[config.mk]
export PLATFORM = sky130hd
export DESIGN_NAME = mipi_window_crop
export DESIGN_NICKNAME = d
export VERILOG_FILES = /design/src/rtl/vid_stream_pkg.sv /design/src/rtl/vid_xy_counter.sv /design/src/rtl/mipi_window_crop.sv
export SDC_FILE = /design/constraint.sdc
export NUM_CORES = 1
export LEC_CHECK = 0
export ABC_AREA = 1
export CAP_MARGIN = 20
export CORE_UTILIZATION = 45
export DETAILED_ROUTE_END_ITERATION = 6
export DONT_BUFFER_PORTS = 1
export PLACE_DENSITY_LB_ADDON = 0.08
export SLEW_MARGIN = 20
export SYNTH_ARGS = -nofsm -noshare
export SYNTH_HDL_FRONTEND = slang
export SYNTH_SLANG_ARGS = --single-unit
export TNS_END_PERCENT = 20
[constraint.sdc]
create_clock -name iCLK -period 5.3 [get_ports iCLK]
set_clock_uncertainty 0.15 [all_clocks]
set_input_delay 0.795 -clock iCLK [delete_from_list [all_inputs] [get_ports iCLK]]
set_output_delay 0.795 -clock iCLK [all_outputs]
set_load 0.05 [all_outputs]
[src/rtl/vid_stream_pkg.sv]
// Shared pixel types, RGB888->RGB555 pack and stream FSM states for the
// camera-side video blocks.
package vid_stream_pkg;

  typedef struct packed {
    logic [7:0] r;
    logic [7:0] g;
    logic [7:0] b;
  } rgb888_t;

  typedef struct packed {
    logic [4:0] r;
    logic [4:0] g;
    logic [4:0] b;
  } rgb555_t;

  typedef enum logic [1:0] {
    IDLE   = 2'd0,
    ACTIVE = 2'd1,
    DONE   = 2'd2
  } state_t;

  // Plain truncation to the 5 MSBs of each channel.
  function automatic rgb555_t rgb888_to_555(input rgb888_t p);
    rgb555_t q;
    q.r = p.r[7:3];
    q.g = p.g[7:3];
    q.b = p.b[7:3];
    return q;
  endfunction

endpackage

[src/rtl/vid_xy_counter.sv]
// Pixel position counter: x wraps at LINE_W, y saturates at FRAME_H-1.
// x/y are the coordinates of the pixel currently presented; clr forces (0,0).
module vid_xy_counter #(
  parameter int LINE_W  = 640,
  parameter int FRAME_H = 480,
  parameter int CW      = 11
) (
  input  logic          clk,
  input  logic          rst,
  input  logic          clr,
  input  logic          en,
  output logic [CW-1:0] x,
  output logic [CW-1:0] y
);

  logic [CW-1:0] x_q, y_q;

  assign x = clr ? '0 : x_q;
  assign y = clr ? '0 : y_q;

  always_ff @(posedge clk) begin
    if (rst) begin
      x_q <= '0;
      y_q <= '0;
    end else if (en) begin
      if (x == CW'(LINE_W - 1)) begin
        x_q <= '0;
        y_q <= (y == CW'(FRAME_H - 1)) ? y : y + 1'b1;
      end else begin
        x_q <= x + 1'b1;
        y_q <= y;
      end
    end
  end

endmodule

[src/rtl/mipi_window_crop.sv]
// Crops a window out of the camera stream and packs survivors to RGB555.
// Window cfg is latched on frame start so a frame is never torn.
module mipi_window_crop
  import vid_stream_pkg::*;
#(
  parameter int LINE_W  = 640,
  parameter int FRAME_H = 480,
  parameter int CW      = 11
) (
  input  logic          iCLK,
  input  logic          iRESET,
  input  logic [23:0]   iDATA,
  input  logic          iDV,
  input  logic          iSTART,
  input  logic [CW-1:0] iX0,
  input  logic [CW-1:0] iY0,
  input  logic [CW-1:0] iW,
  input  logic [CW-1:0] iH,
  output logic [14:0]   oDATA,
  output logic          oDV,
  output logic          oSTART,
  output logic          oFRAME_DONE,
  output logic          oCFG_ERR
);

  localparam logic [CW:0] ONE = (CW+1)'(1);

  logic          sof;
  logic [CW-1:0] px, py;
  logic [CW-1:0] x0_q, y0_q, w_q, h_q;
  logic [CW-1:0] x0, y0, w, h;
  logic [CW:0]   x_end, y_end;
  logic          cfg_ok, first_q, first_eff, in_win, pass, last;
  state_t        state, st_eff;

  assign sof = iSTART & iDV;

  vid_xy_counter #(
    .LINE_W (LINE_W),
    .FRAME_H(FRAME_H),
    .CW     (CW)
  ) u_xy (
    .clk(iCLK),
    .rst(iRESET),
    .clr(sof),
    .en (iDV),
    .x  (px),
    .y  (py)
  );

  // The start pixel itself is judged against the cfg being latched with it.
  always_comb begin
    x0 = sof ? iX0 : x0_q;
    y0 = sof ? iY0 : y0_q;
    w  = sof ? iW  : w_q;
    h  = sof ? iH  : h_q;
  end

  assign x_end  = {1'b0, x0} + {1'b0, w};
  assign y_end  = {1'b0, y0} + {1'b0, h};
  assign cfg_ok = (w != '0) && (h != '0) &&
                  (x_end <= (CW+1)'(LINE_W)) && (y_end <= (CW+1)'(FRAME_H));

  always_comb begin
    st_eff    = state;
    first_eff = first_q;
    if (sof) begin
      st_eff    = cfg_ok ? ACTIVE : DONE;
      first_eff = 1'b1;
    end
  end

  assign in_win = (px >= x0) && ({1'b0, px} < x_end) &&
                  (py >= y0) && ({1'b0, py} < y_end);
  assign pass   = iDV && (st_eff == ACTIVE) && in_win;
  assign last   = pass && ({1'b0, px} == x_end - ONE) && ({1'b0, py} == y_end - ONE);

  always_ff @(posedge iCLK) begin
    if (iRESET) begin
      state       <= IDLE;
      first_q     <= 1'b0;
      x0_q        <= '0;
      y0_q        <= '0;
      w_q         <= '0;
      h_q         <= '0;
      oDATA       <= '0;
      oDV         <= 1'b0;
      oSTART      <= 1'b0;
      oFRAME_DONE <= 1'b0;
      oCFG_ERR    <= 1'b0;
    end else begin
      if (sof) begin
        x0_q <= iX0;
        y0_q <= iY0;
        w_q  <= iW;
        h_q  <= iH;
        if (!cfg_ok) oCFG_ERR <= 1'b1;
      end
      state       <= last ? DONE : st_eff;
      first_q     <= first_eff & ~pass;
      oDV         <= pass;
      oDATA       <= pass ? rgb888_to_555(iDATA) : '0;
      oSTART      <= pass & first_eff;
      oFRAME_DONE <= last;
    end
  end

endmodule

==> flow_metrics.env, run 1 <==
export IMPL_area_growth_pct=6.35
export IMPL_slew_viol_final=0
export IMPL_root_buffer="clkbuf_16"
export IMPL_io_buffers=0
export IMPL_dieArea_um2=16600
export IMPL_start_util=0.458
export IMPL_hold_class="flip-flop to flip-flop"
export IMPL_placed_cells=1342
export IMPL_synth_top_cell_by_area="dfxtp_1"
export IMPL_timing_final_crit_period_ns=4.69
export IMPL_synth_compound_area_share=0.111
export IMPL_crit_top_cell="nand2_1"
export IMPL_synth_simple_gate_area_frac=0.394
export IMPL_n_antenna_cell=0
export IMPL_place_area_um2=7420
export IMPL_finalCritPeriodShare=0.886
export IMPL_antenna_found_initial=0
export IMPL_synth_top_cells_by_area="dfxtp_1 24%, nand2_1 14%, ha_1 11%"
export IMPL_yosysWarnings=0
export IMPL_setup_tns_ns=0
export IMPL_cts_buffers=9
export IMPL_synth_xor_area_share=0.00846
export IMPL_dp_hpwl_um=15000
export IMPL_cp_buffers_inverters=4
export IMPL_yosysSeqAreaShare=0.243
export IMPL_ant_nets=0
export IMPL_fp_dieW_um=129
export IMPL_vias=6616
export IMPL_synth_top_family_by_area="simple AND/OR/NAND/NOR gates"
export IMPL_p_switching_w=0.000710
export IMPL_maxCapViolCount=0
export IMPL_grt_pass1_wl_um=30300
export IMPL_drive_gt1_frac=0.0894
export IMPL_avgSynthCellArea_um2=6.35
export IMPL_status="finished, final reports clean"
export IMPL_track_usage=0.238
export IMPL_final_hold_violation_count=0
export IMPL_via_per_inst=4.88
export IMPL_cts_sinks=88
export IMPL_setup_viol=0
export IMPL_wl_per_cell_um=13.9
export IMPL_grt_overflow_total=0
export IMPL_ys_ff_latch=88
export IMPL_critPathCaptureType="flip-flop"
export IMPL_cp_top_family="simple AND/OR/NAND/NOR gates"
export IMPL_synth_top_cell_area_share=0.243
export IMPL_clk_path_buf_depth=2
export IMPL_gp_congestion=0.892
export IMPL_grt_pass1_vias=6002
export IMPL_rsz0062_at_grt="false"
export IMPL_htree_levels=3
export IMPL_worstSetupPathType="primary input to flip-flop"
export IMPL_clk_latency_ns=0.35
export IMPL_start_kind="primary input"
export IMPL_synth_adder_area_share=0.116
export IMPL_crit_path_max_fanout=27
export IMPL_max_stage_delay_ns=0.48
export IMPL_arrival_ns=4.83
export IMPL_ir_drop_mv=0.143
export IMPL_cts_setup_buffers=0
export IMPL_async_reset_ff_frac=0
export IMPL_cts_resized=0
export IMPL_ys_types=48
export IMPL_syn_cell_area_um2=7250
export IMPL_synthTopCellsByCount="268 x nand2_1, 198 x inv_1, 140 x nor2_1"
export IMPL_seqPwrFrac=0.353
export IMPL_grt_max_degree=56
export IMPL_yosysMostFrequentCell="nand2_1"
export IMPL_nets=1275
export IMPL_switching_share=0.362
export IMPL_power_frac_comb=0.312
export IMPL_syn_inst=1141
export IMPL_design_area_um2=7710
export IMPL_final_core_util=0.487
export IMPL_core_rowCount=46
export IMPL_relSlewSlack=0.550
export IMPL_power_w=0.00196
export IMPL_drcViolationCount=0
export IMPL_die_h_um=129
export IMPL_synthesis_nets=1279
export IMPL_cts_hold_buf=0
export IMPL_synth_edf_count=0
export IMPL_fmax_ghz=0.213
export IMPL_clkPwrFrac=0.335
export IMPL_pwr_density_cell_nw_per_um2=255
export IMPL_final_cells=1357
export IMPL_tightest_slew_ns=0.669
export IMPL_p_int_w=0.00125
export IMPL_synth_area_mux_share=0
export IMPL_yosys_most_used_dff="dfxtp_1"
export IMPL_fp_coreArea_um2=15800
export IMPL_dr_pass1_iters=5
export IMPL_pin_count=91
export IMPL_path_clk_slew_ns=0.07
export IMPL_power_leakage_nw=4.02
export IMPL_slowest_stage="fa_1"
export IMPL_cts_tree="built"
export IMPL_drt_iter0_markers=342
export IMPL_wl_um=18800
export IMPL_crit_required_ns=5.43
[flip-flops by register name (all words and copies together), names as in the netlist]
register     cells
oDATA           15
oCFG_ERR         1
x0_q            11
u_xy.x_q        11
oSTART           1
oDV              1
first_q          1
state            2
h_q             11
w_q             11
y0_q            11
u_xy.y_q        11
oFRAME_DONE      1
[placed cells by master (no fill, tap or decap), types with 4 or more instances in the layout]
cell,netlist,routed
inv_1,198,198
nor2_1,140,140
clkbuf_16,0,9
nand3b_1,5,5
or2_2,18,18
nand3_1,101,101
dfxtp_1,88,88
inv_2,6,6
buf_4,2,8
o21ai_0,57,57
nand2_4,12,12
ha_1,64,64
nor2_4,13,13
a21oi_1,48,48
o21a_1,12,12
nand2_1,268,268
nor3_1,13,13
nand3_2,6,6
o211ai_1,4,4
nand4_1,11,11
nand2_2,17,17
xor2_1,6,6
[stage by stage]
stage	hold slack [ns]	setup slack, ns
2_1_floorplan	0.295	0.309
3_3_place_gp	0.299	0.243
3_5_place_dp	0.302	0.198
4_1_cts	0.313	0.567
5_1_grt	0.321	0.161
6_report	0.312	0.606
[metal layers]
metal	global-route usage	wire [um]
met1	0.305	9190
met2	0.417	8930
met3	0.0279	421
met4	0.0720	295
met5	0	0
[logic make-up after synthesis]
family                     Yosys count
AOI/OAI and AO/OA                  140
xor gates and xnor gates             7
adders and majority gates           66
buffers and inverters              227
DFF                                 88
and+or+nand+nor                    613
[worst min-delay path, cell delays in order (launching register included)]
cell and delay, ns:
dfxtp_1 0.31, nand2_1 0.06, a21oi_1 0.05
[final timing paths]
path,slack [ns],start,to,cells after the start
setup / recovery,0.61,iSTART,oDATA[0],29
hold reg to reg,0.31,u_xy.x_q[0],u_xy.x_q[0],2
hold / removal,0.31,u_xy.x_q[0],u_xy.x_q[0],2
setup reg to reg,1.24,y0_q[0],oDATA[0],21
[layout make-up]
class | count | area, um2
fill | 1711 | 8120
multi-input combinational | 826 | 4560
sequential | 88 | 1760
inverter | 204 | 766
tap | 216 | 270
clock buffer | 10 | 229
timing repair buffer | 8 | 60.1
clock inverter | 5 | 58.8
[power by group through the flow]
stage               Clock (W)  Sequential (W)  Combinational [W]
floorplan                   0        0.000707           0.000482
CTS                  0.000674        0.000693           0.000612
detailed placement          0        0.000709           0.000608
finish               0.000657        0.000693           0.000612
global placement            0        0.000708           0.000605
global route         0.000695        0.000695           0.000708
Power figures use the tool's default switching activity.
==> inputs of run 2 (changes only) <==
--- a/config.mk
+++ b/config.mk
@@ -10,6 +10,7 @@
 export CORE_UTILIZATION = 45
 export DETAILED_ROUTE_END_ITERATION = 6
 export DONT_BUFFER_PORTS = 1
+export GPL_TIMING_DRIVEN = 0
 export PLACE_DENSITY_LB_ADDON = 0.08
 export SLEW_MARGIN = 20
 export SYNTH_ARGS = -nofsm -noshare
==> run 2 against run 1 <==
  * Register-to-register slack gained 0.08 ns
  * Clock power shrank 2%
  * Combinational power increased by 6.5%
  * Critical path type unchanged
  * Largest cell class unchanged
  * Largest power group unchanged
==> flow_metrics.env, run 2 (same netlist as run 1, synthesis figures left out) <==
export IMPL_root_buffer="clkbuf_16"
export IMPL_grt_max_degree=18
export IMPL_die_h_um=129
export IMPL_grt_pass1_vias=6243
export IMPL_r2r_slack_ns=1.32
export IMPL_global_route_usage_met3=0.0370
export IMPL_final_cell_mix="268 x nand2_1, 198 x inv_1, 139 x nor2_1"
export IMPL_finalCritPeriodShare=0.935
export IMPL_cts_sinks=88
export IMPL_area_growth_pct=8.86
export IMPL_timing_final_crit_period_ns=4.95
export IMPL_ant_nets=0
export IMPL_vias=6803
export IMPL_final_hold_violation_count=0
export IMPL_met2_usage=0.438
export IMPL_via_per_inst=4.94
export IMPL_core_rowCount=46
export IMPL_hold_class="flip-flop to flip-flop"
export IMPL_power_leakage_nw=4.10
export IMPL_maxCapViolCount=0
export IMPL_regArea_um2=1760
export IMPL_max_stage_delay_ns=0.39
export IMPL_dieArea_um2=16600
export IMPL_cts_hold_buf=0
export IMPL_track_usage=0.249
export IMPL_setup_viol=0
export IMPL_grt_overflow_total=0
export IMPL_clk_path_buf_depth=2
export IMPL_multi_input_area_um2=4590
export IMPL_start_kind="primary input"
export IMPL_relSlewSlack=0.438
export IMPL_pwr_density_cell_nw_per_um2=253
export IMPL_drt_iter0_markers=321
export IMPL_dp_hpwl_um=16300
export IMPL_ir_drop_mv=0.156
export IMPL_worstSetupPathType="primary input to flip-flop"
export IMPL_status="finished, final reports clean"
export IMPL_fmax_ghz=0.202
export IMPL_grt_busiest_layer="met2"
export IMPL_clk_latency_ns=0.35
export IMPL_power_w=0.00199
export IMPL_use_met1=0.311
export IMPL_cts_tree="built"
export IMPL_top_register="oDATA"
export IMPL_io_buffers=0
export IMPL_tightest_slew_ns=0.834
export IMPL_fillers=1680
export IMPL_n_antenna_cell=0
export IMPL_htree_levels=3
export IMPL_path_clk_slew_ns=0.07
export IMPL_drcViolationCount=0
export IMPL_critPathCaptureType="flip-flop"
export IMPL_grt_pass1_wl_um=31600
export IMPL_crit_path_max_fanout=17
export IMPL_arrival_ns=5.09
export IMPL_wl_per_cell_um=14.5
export IMPL_crit_top_cell="nand2_1"
export IMPL_slew_viol_final=0
export IMPL_largest_reg_flops=15
export IMPL_slowest_stage="fa_2"
export IMPL_cts_buffers=9
export IMPL_fp_dieW_um=129
export IMPL_dr_pass1_iters=5
export IMPL_pin_count=91
export IMPL_gp_congestion=0.909
export IMPL_start_util=0.458
export IMPL_wl_um=20000
export IMPL_nets=1294
export IMPL_antenna_found_initial=1
export IMPL_fp_coreArea_um2=15800
export IMPL_final_common_cell="nand2_1"
export IMPL_timing_hold_ws_ns=0.318
export IMPL_drive_gt1_frac=0.103
export IMPL_crit_required_ns=5.44
## run 2: report_power, final
group	switching (W)	total (W)	internal, W
Clock	0.000282	0.000646	0.000363
Combinational	0.000434	0.000652	0.000218
Sequential	0.00000980	0.000694	0.000684
Total	0.000726	0.00199	0.00127
## run 2: layout make-up
cell class	count	area share
Multi-Input combinational cell	826	0.581
Sequential cell	88	0.223
Inverter	204	0.0974
Tap cell	216	0.0343
Clock buffer	10	0.0290
Buffer	22	0.0224
Clock inverter	5	0.00746
Timing Repair Buffer	5	0.00476
## run 2: critical path: cells and delay by family
family / cells / cell delay, ns
and+or+nand+nor: 12 / 1.38
buffers and inverters: 7 / 1.07
AOI/OAI and AO/OA: 5 / 0.65
xor gates and xnor gates: 1 / 0.25
adders and majority gates: 3 / 0.92
## run 2: metrics by stage
| step | std cells | TNS (ns) | setup slack (ns) | util | instance area [um2] |
|---|---|---|---|---|---|
| final | 1376 | 0 | 0.345 | 0.498 | 7890 |
| after global routing | 1376 | -0.00531 | -0.00531 | 0.498 | 7890 |
| after detailed placement | 1357 | -18.94 | -0.976 | 0.475 | 7520 |
| after global placement | 1357 | -18.30 | -0.942 | 0.475 | 7520 |
| after CTS | 1372 | 0 | 0.00396 | 0.494 | 7830 |
| after floorplan | 1141 | 0 | 0.309 | - | 7250 |
## run 2: routing by layer
| metal | vias to the layer above | part of all wire |
|---|---|---|
| met5 | - | 0.00040 |
| met4 | 2 | 0.017 |
| met2 | 120 | 0.48 |
| met1 | 3029 | 0.47 |
| met3 | 21 | 0.036 |
| li1 | 3631 | - |
## run 2: final timing paths
kind | from | to | cells past startpoint
max | iDV | oDATA[10] | 28
min | u_xy.x_q[9] | u_xy.x_q[9] | 2
max reg2reg | y0_q[5] | oDATA[10] | 21
min reg2reg | u_xy.x_q[9] | u_xy.x_q[9] | 2
## run 2: timing repair
item,in CTS,in global routing
gates cloned,0,0
resized for setup,7,20
pin swaps,1,3
setup endpoints to repair,21,21
setup buffers,1,4
==> inputs of run 3 (changes only) <==
--- a/config.mk
+++ b/config.mk
@@ -11,6 +11,7 @@
 export DETAILED_ROUTE_END_ITERATION = 6
 export DONT_BUFFER_PORTS = 1
 export GPL_TIMING_DRIVEN = 0
+export MAX_ROUTING_LAYER = met4
 export PLACE_DENSITY_LB_ADDON = 0.08
 export SLEW_MARGIN = 20
 export SYNTH_ARGS = -nofsm -noshare
==> run 3 against run 2 <==
  * Non-clock buffer count fell by 1
  * Largest power group unchanged
  * Combinational power barely moved
  * Setup slack got worse by 0.066 ns
  * Sequential share of layout area barely moved
  * Critical endpoint is now state[0]
  * First-iteration DRC count rose by 13%
  * Hold slack got worse by 0.0025 ns
  * Largest cell class unchanged
  * Register-to-register slack barely moved
  * Critical path depth fell by 2
  * Total power fell by 0.30%
  * Critical path type unchanged
==> flow_metrics.env, run 3 (same netlist as run 1, synthesis figures left out) <==
export IMPL_r2r_cells=26
export IMPL_timing_final_crit_period_ns=5.02
export IMPL_dieArea_um2=16600
export IMPL_crit_path_max_fanout=17
export IMPL_final_cell_mix="268 x nand2_1, 198 x inv_1, 138 x nor2_1"
export IMPL_clk_path_buf_depth=2
export IMPL_slew_viol_final=0
export IMPL_setup_ws_ns=0.279
export IMPL_grt_pass1_vias=6194
export IMPL_final_core_util=0.498
export IMPL_wl_um=19800
export IMPL_grt_max_degree=20
export IMPL_vias=6724
export IMPL_final_hold_violation_count=0
export IMPL_largest_reg_flops=15
export IMPL_tightest_slew_ns=0.859
export IMPL_hold_class="flip-flop to flip-flop"
export IMPL_final_cells=1377
export IMPL_top_layer_used="met4"
export IMPL_cts_hold_buf=0
export IMPL_power_leakage_nw=4.11
export IMPL_cts_tree="built"
export IMPL_drt_iter0_markers=363
export IMPL_drive_gt1_frac=0.103
export IMPL_area_growth_pct=8.84
export IMPL_start_kind="primary input"
export IMPL_crit_top_cell="nor2_1"
export IMPL_fillers=1700
export IMPL_reg2reg_from="y0_q[4]"
export IMPL_wl_met2_um=9360
export IMPL_root_buffer="clkbuf_16"
export IMPL_gp_congestion=0.950
export IMPL_pin_count=91
export IMPL_fp_coreArea_um2=15800
export IMPL_slowest_stage="o21ai_0"
export IMPL_track_usage=0.257
export IMPL_critPathLaunch="iDV"
export IMPL_clk_latency_ns=0.36
export IMPL_pwr_density_cell_nw_per_um2=252
export IMPL_setup_viol=0
export IMPL_grt_pass1_wl_um=31400
export IMPL_wl_per_cell_um=14.4
export IMPL_relSlewSlack=0.421
export IMPL_start_util=0.458
export IMPL_dp_slack_ns=-0.950
export IMPL_grt_overflow_total=0
export IMPL_cts_sinks=88
export IMPL_nets=1293
export IMPL_maxCapViolCount=0
export IMPL_path_clk_slew_ns=0.06
export IMPL_ant_nets=0
export IMPL_fp_dieW_um=129
export IMPL_worstSetupPathType="primary input to flip-flop"
export IMPL_crit_required_ns=5.40
export IMPL_die_h_um=129
export IMPL_critPathCaptureType="flip-flop"
export IMPL_io_buffers=0
export IMPL_hold_start="u_xy.x_q[9]"
export IMPL_dr_pass1_iters=5
export IMPL_dp_hpwl_um=16300
export IMPL_wl_met3_um=656
export IMPL_timing_hold_ws_ns=0.315
export IMPL_max_stage_delay_ns=0.41
export IMPL_ir_drop_mv=0.161
export IMPL_status="finished, final reports clean"
export IMPL_cts_buffers=9
export IMPL_final_common_cell="nand2_1"
export IMPL_antenna_found_initial=1
export IMPL_via_per_inst=4.88
export IMPL_drcViolationCount=0
export IMPL_htree_levels=3
export IMPL_worst_hold_path_num_cells=2
export IMPL_placed_cells=1357
export IMPL_finalCritPeriodShare=0.947
export IMPL_met1Wirelength_um=9390
export IMPL_top_register="oDATA"
export IMPL_power_w=0.00199
export IMPL_fmax_ghz=0.199
export IMPL_core_rowCount=46
export IMPL_arrival_ns=5.12
-- run 3: cell types whose count changed in the layout (fill, tap and decap cells not counted), sizes merged --
| cell | before | now |
|---|---|---|
| inv | 204 | 206 |
| buf | 16 | 15 |
| bufinv | 1 | 0 |
| clkbuf | 21 | 22 |
| clkinvlp | 2 | 1 |
| diode | 0 | 1 |
-- run 3: path summary, 6_finish.rpt --
kind | endpoint | slack (ns)
min reg2reg | u_xy.x_q[9] | 0.32
min | u_xy.x_q[9] | 0.32
max reg2reg | oDATA[10] | 1.32
max | state[0] | 0.28
-- run 3: report_power, final --
group,leakage (nW),switching [W],internal [W],total [W]
Combinational,3.25,0.000432,0.000218,0.000650
Sequential,0.717,0.00000979,0.000684,0.000694
Clock,0.143,0.000294,0.000347,0.000642
Total,4.11,0.000736,0.00125,0.00199
-- run 3: what timing repair did --
item | in CTS | in global routing
setup buffers | 2 | 3
pin swaps | 1 | 2
gates resized for setup | 9 | 11
cloned | 0 | 0
endpoints found under the setup margin | 21 | 21
-- run 3: through the flow --
step,area (um2),TNS [ns]
after floorplan,7250,0
after global placement,7520,-18.48
after detailed placement,7520,-18.36
after CTS,7840,0
after global routing,7890,-0.0519
final,7890,0
-- run 3: final cells by class --
class | instances | area, um2 | share of cell area
timing repair buffer | 5 | 37.5 | 0.00476
sequential | 88 | 1760 | 0.223
inverter | 204 | 768 | 0.0974
multi-input combinational | 826 | 4580 | 0.581
tap | 216 | 270 | 0.0343
buffer | 21 | 173 | 0.0219
clock inverter | 5 | 38.8 | 0.00492
antenna | 1 | 2.50 | 0.000317
clock buffer | 11 | 253 | 0.0320
-- run 3: worst max-delay path: cells and delay by family --
family	cells	cell delay [ns]
buf+inv	7	1.04
fa+ha+maj	2	0.64
compound gates	3	0.69
simple gates	14	1.94
-- run 3: per-layer routing --
layer / up-vias / global-route usage
li1: 3637 / -
met1: 2963 / 0.312
met2: 97 / 0.429
met3: 27 / 0.0466
met4: 0 / 0.0824
met5: - / -
